**src/rtl/mul_div_unit.sv**
```systemverilog
// Iterative multiply/divide unit: shift-add multiply and restoring divide on operand
// magnitudes, with a one-cycle sign fix-up. Each operation takes WIDTH+2 cycles to done_o.
module mul_div_unit #(
  parameter int WIDTH = 32
) (
  input  logic             clk_i,
  input  logic             rst_i,
  input  logic             start_i,
  input  logic [1:0]       op_i,
  input  logic [WIDTH-1:0] src1_i,
  input  logic [WIDTH-1:0] src2_i,
  output logic             busy_o,
  output logic             done_o,
  output logic [WIDTH-1:0] hi_o,
  output logic [WIDTH-1:0] lo_o
);

  localparam int CNT_W = $clog2(WIDTH);

  typedef enum logic [1:0] {S_IDLE, S_CALC, S_FIX, S_DONE} state_t;

  state_t               state_q, state_d;
  logic [1:0]           op_q, op_d;
  logic                 sign1_q, sign1_d;
  logic                 sign2_q, sign2_d;
  logic [WIDTH-1:0]     src1_q, src1_d;
  logic [WIDTH-1:0]     opb_q, opb_d;
  logic [2*WIDTH-1:0]   acc_q, acc_d;
  logic [CNT_W-1:0]     cnt_q, cnt_d;
  logic [WIDTH-1:0]     hi_q, hi_d;
  logic [WIDTH-1:0]     lo_q, lo_d;
  logic                 busy_q, busy_d;
  logic                 done_q, done_d;

  logic                 in_sign1, in_sign2;
  logic [WIDTH-1:0]     mag1, mag2;
  logic [WIDTH:0]       mul_sum;
  logic [WIDTH:0]       div_trial;
  logic [2*WIDTH-1:0]   prod;
  logic [WIDTH-1:0]     quot, rem;

  always_comb begin
    state_d   = state_q;
    op_d      = op_q;
    sign1_d   = sign1_q;
    sign2_d   = sign2_q;
    src1_d    = src1_q;
    opb_d     = opb_q;
    acc_d     = acc_q;
    cnt_d     = cnt_q;
    hi_d      = hi_q;
    lo_d      = lo_q;
    in_sign1  = op_i[0] & src1_i[WIDTH-1];
    in_sign2  = op_i[0] & src2_i[WIDTH-1];
    mag1      = in_sign1 ? -src1_i : src1_i;
    mag2      = in_sign2 ? -src2_i : src2_i;
    mul_sum   = '0;
    div_trial = '0;
    prod      = '0;
    quot      = acc_q[WIDTH-1:0];
    rem       = acc_q[2*WIDTH-1:WIDTH];

    case (state_q)
      S_IDLE: begin
        if (start_i) begin
          op_d    = op_i;
          sign1_d = in_sign1;
          sign2_d = in_sign2;
          src1_d  = src1_i;
          // Multiply: multiplier shifts out of the low half. Divide: dividend shifts out.
          opb_d   = op_i[1] ? mag2 : mag1;
          acc_d   = {{WIDTH{1'b0}}, (op_i[1] ? mag1 : mag2)};
          cnt_d   = '0;
          state_d = S_CALC;
        end
      end
      S_CALC: begin
        if (!op_q[1]) begin
          mul_sum = {1'b0, acc_q[2*WIDTH-1:WIDTH]} + (acc_q[0] ? {1'b0, opb_q} : '0);
          acc_d   = {mul_sum, acc_q[WIDTH-1:1]};
        end else begin
          div_trial = {acc_q[2*WIDTH-1:WIDTH], acc_q[WIDTH-1]} - {1'b0, opb_q};
          if (!div_trial[WIDTH])
            acc_d = {div_trial[WIDTH-1:0], acc_q[WIDTH-2:0], 1'b1};
          else
            acc_d = {acc_q[2*WIDTH-2:WIDTH-1], acc_q[WIDTH-2:0], 1'b0};
        end
        cnt_d = cnt_q + 1'b1;
        if (cnt_q == CNT_W'(WIDTH-1))
          state_d = S_FIX;
      end
      S_FIX: begin
        if (!op_q[1]) begin
          prod = (sign1_q ^ sign2_q) ? -acc_q : acc_q;
          hi_d = prod[2*WIDTH-1:WIDTH];
          lo_d = prod[WIDTH-1:0];
        end else if (opb_q == '0) begin
          // Divide by zero reports the untouched dividend, regardless of signedness.
          hi_d = src1_q;
          lo_d = '1;
        end else begin
          lo_d = (sign1_q ^ sign2_q) ? -quot : quot;
          hi_d = sign1_q ? -rem : rem;
        end
        state_d = S_DONE;
      end
      S_DONE: state_d = S_IDLE;
      default: state_d = S_IDLE;
    endcase

    busy_d = (state_d == S_CALC) || (state_d == S_FIX);
    done_d = (state_d == S_DONE);
  end

  always_ff @(posedge clk_i) begin
    if (rst_i) begin
      state_q <= S_IDLE;
      op_q    <= '0;
      sign1_q <= 1'b0;
      sign2_q <= 1'b0;
      src1_q  <= '0;
      opb_q   <= '0;
      acc_q   <= '0;
      cnt_q   <= '0;
      hi_q    <= '0;
      lo_q    <= '0;
      busy_q  <= 1'b0;
      done_q  <= 1'b0;
    end else begin
      state_q <= state_d;
      op_q    <= op_d;
      sign1_q <= sign1_d;
      sign2_q <= sign2_d;
      src1_q  <= src1_d;
      opb_q   <= opb_d;
      acc_q   <= acc_d;
      cnt_q   <= cnt_d;
      hi_q    <= hi_d;
      lo_q    <= lo_d;
      busy_q  <= busy_d;
      done_q  <= done_d;
    end
  end

  assign busy_o = busy_q;
  assign done_o = done_q;
  assign hi_o   = hi_q;
  assign lo_o   = lo_q;

endmodule
```
**config.mk**
```make
export PLATFORM = sky130hd
export DESIGN_NAME = mul_div_unit
export DESIGN_NICKNAME = d
export VERILOG_FILES = /design/src/rtl/mul_div_unit.sv
export SDC_FILE = /design/constraint.sdc
export NUM_CORES = 1
export LEC_CHECK = 0
export BUFFER_PORTS_ARGS = -buffer_cell sky130_fd_sc_hd__buf_2
export CORE_MARGIN = 1
export CORE_UTILIZATION = 50
export DETAILED_ROUTE_END_ITERATION = 12
export HOLD_SLACK_MARGIN = 0.03
export PLACE_DENSITY = 0.68
export SYNTH_ARGS = -nofsm -noshare
export SYNTH_HDL_FRONTEND = slang
export SYNTH_SLANG_ARGS = --single-unit
```
**constraint.sdc**
```tcl
create_clock -name clk_i -period 4.4 [get_ports clk_i]
set_clock_uncertainty 0.05 [all_clocks]
set_input_delay 0 -clock clk_i [delete_from_list [all_inputs] [get_ports clk_i]]
set_output_delay 0 -clock clk_i [all_outputs]
set_load 0.005 [all_outputs]
```
==> impl_metrics.ini <==
[power]
pwr-share-clk_pct = 36.5
power_mw = 5.85
p_per_area_nw_per_um2 = 317
power.internal_mw = 3.81
combPwrFrac_pct = 27.6
switchingPower_mw = 2.04
cellLeakagePower_nw = 7.67
ir_worst_vdd_mv = 0.268
switching_share_pct = 34.9
p_seq_share_pct = 35.9

[critical_path]
cpPeakStageDelay_ns = 0.52
worstPathMaxFanout = 24
worstReg2RegEnd = acc_q[44]
cp-end-kind = flop
crit_path_top_delay_cell = a2bb2oi_1
r2r_start = acc_q[31]
ff2ff_path_depth = 13
path_cells = inv_1 -> ha_1 -> fa_1 -> nand2b_1 -> a21oi_1 -> a2bb2oi_1 -> a21boi_1 -> o2111ai_1 -> nand3_4 -> buf_4 -> nand2_1 -> o211ai_1 -> a32o_1
startpoint = acc_q[31]
cp_top_family = compound AO/OA/AOI/OAI gates
start_kind = flop
reg2reg_slack_ns = 0.41
crit_type = flop to flop
crit_buf_inv = 2
required_ns = 4.77
arrival_ns = 4.36

[cts]
cts-buffers-inserted = 24
cts_tree = built
cts_setup_buffers = 0
clk-insertion-delay-late_ns = 0.54
cts_sinks = 204
htreeDepth = 1
clockRootBuffer = clkbuf_16
path_clk_slew_ns = 0.06
clockBufferDepth = 3

[global_routing]
antenna_found_initial = 1
grt_max_degree = 86
grtUsageMet2_pct = 53.3
met1_usage_pct = 51.7
grt_busiest_layer = met2
grt_pass1_wl_um = 93100
grt_use_total_pct = 36.3
grt_pass1_vias = 15700
overflow = 0
grtUsageMet3_pct = 7.58

[worst_hold_path]
hold_start = src2_i[6]
hold_path_class = input pin to flop
holdPathEnd = opb_q[6]
hold_depth = 5

[flow_run]
maxCapViolCount = 0

[route]
drtAntennaViolNets = 0
drt-initial-drc-count = 2234
routed_wl_um = 61700
viasPerCell = 6.36
via_count = 17500
wire_per_inst_um = 22.5
remaining_drc_errors = 0
dr.pass1.iters = 6

[yosys]
ys_ff_latch = 204
syn_area_um2 = 16200
synthArstFlopShare_pct = 0
synth_top_area_share_pct = 25.2
syn_nets = 2369
ys_seq_area_share_pct = 25.2
syn-mean-instance-area_um2 = 7.26
synth_edf_count = 0
synth_top_cell_by_area = dfxtp_1
netlist_instances = 2228
synth_ff_type = dfxtp_1
synth.distinct_cells = 87
yosys_warnings = 0
synth.area.top_cells = dfxtp_1 (25%), a21oi_1 (6.8%), nor2_1 (6.1%), nand2_1 (6.0%), xnor2_1 (5.9%)

[sta]
worst_slew_pin_slew_ns = 1.00
period_needed_ns = 3.99
rsz0062_at_grt = no
setup_viol = 0
max_slew_margin_pct = 32.8
hold_viol = 0
finalCritPeriodShare_pct = 90.7
drv_slew = 0
fmax_mhz = 250
totalNegativeSetupSlack_ns = 0

[final_layout]
most-common-layout-cells = nor2_1 (262), nand2_1 (259), a21oi_1 (219), dfxtp_1 (203), o21ai_0 (153)
final_common_cell = nor2_1
fillers = 3017
area_growth_pct = 14.2
drive_gt1_share_pct = 11.6
antennaDiodeCount = 0
final_nets = 2465

[floorplanning]
placementRows = 65
core-area_um2 = 31700
start_util_pct = 51.0
die_w_um = 182
io_pins = 135
dieHeight_um = 182
die-area_um2 = 33100

[place]
io_buffers = 134
finalWeightedCongestion = 0.986
dp_hpwl_um = 46700

[outcome]
status = finished clean
## cell families (layout without fill, tap and decap cells)
group,count (synthesis),in the layout,synth area share [%]
simple gates,762,762,21.4
compound gates,708,708,27.9
buf+inv,230,343,5.65
xor+xnor,188,188,10.2
mux,64,64,4.00
flops,204,204,25.2
fa+ha+maj,72,72,5.66
## layout make-up
class                           count  area [um^2]  area share, %
Sequential cell                   204         4090           22.1
Clock inverter                     13          190           1.03
Clock buffer                       30          643           3.48
Tap cell                          402          503           2.72
Inverter                           66          248           1.34
Multi-Input combinational cell   1794        11200           60.9
Timing Repair Buffer              234         1560           8.43
## how the worst max path moves through the flow
stage                      to  slack (ns)  cells after the start
floorplan           acc_q[55]        1.09                     13
global placement    acc_q[44]        0.49                     13
detailed placement  acc_q[44]        0.35                     13
CTS                 acc_q[44]        0.33                     13
global route        acc_q[44]        0.18                     13
finish              acc_q[44]        0.41                     13
## per-stage QoR
step	setup WS [ns]	util, %	instances	instance area, um^2	hold slack (ns)
floorplan	1.09	-	2228	16200	0.0860
global placement	0.487	53.9	2647	17100	0.231
detailed placement	0.355	53.9	2647	17100	0.235
CTS	0.333	58.2	2743	18500	0.0343
global route	0.183	58.2	2743	18500	0.0580
finish	0.407	58.2	2743	18500	0.0532
## power by group through the flow
stage | logic [mW] | registers [mW] | clock network, mW
finish | 1.61 | 2.10 | 2.13
global route | 1.74 | 2.11 | 2.22
CTS | 1.57 | 2.09 | 2.14
detailed placement | 1.52 | 2.13 | 0
global placement | 1.51 | 2.13 | 0
floorplan | 1.10 | 2.05 | 0
## worst min-delay path, delay by kind of cell
family	cells	cell delay (ns)
and+or+nand+nor	1	0.09
AOI/OAI and AO/OA	1	0.06
xor gates and xnor gates	1	0.17
buffers and inverters	1	0.11
muxes	1	0.15
## layer usage
metal | up-vias | wire length, um
met5 | - | 13
met4 | 2 | 2410
met3 | 112 | 6370
met2 | 908 | 25500
met1 | 8220 | 27400
li1 | 8215 | -
## synth_stat cells, types with 27 or more instances
cell	count
a211oi_1	48
a21o_1	29
a21oi_1	219
clkbuf_1	135
dfxtp_1	204
ha_1	70
inv_1	65
mux2i_1	59
nand2_1	260
nand3_1	30
nor2_1	265
nor3_1	47
nor4_1	27
o211ai_1	40
o21ai_0	153
o22ai_1	35
xnor2_1	109
xor2_1	79
## registers in the layout, summed over array words and instances, names as in the netlist, 2 cells and up
signal,flops
hi_o,32
src1_q,32
opb_q,32
acc_q,64
state_q,2
lo_o,32
cnt_q,5
## what timing repair did
action | 4_1_cts | 5_1_grt
endpoints found under the setup margin | 0 | 1
gates resized for setup | 0 | 1
endpoints found under the hold margin | 64 | 0
hold buffers | 53 | 0
Note: power is estimated with default switching activity, not from simulation.
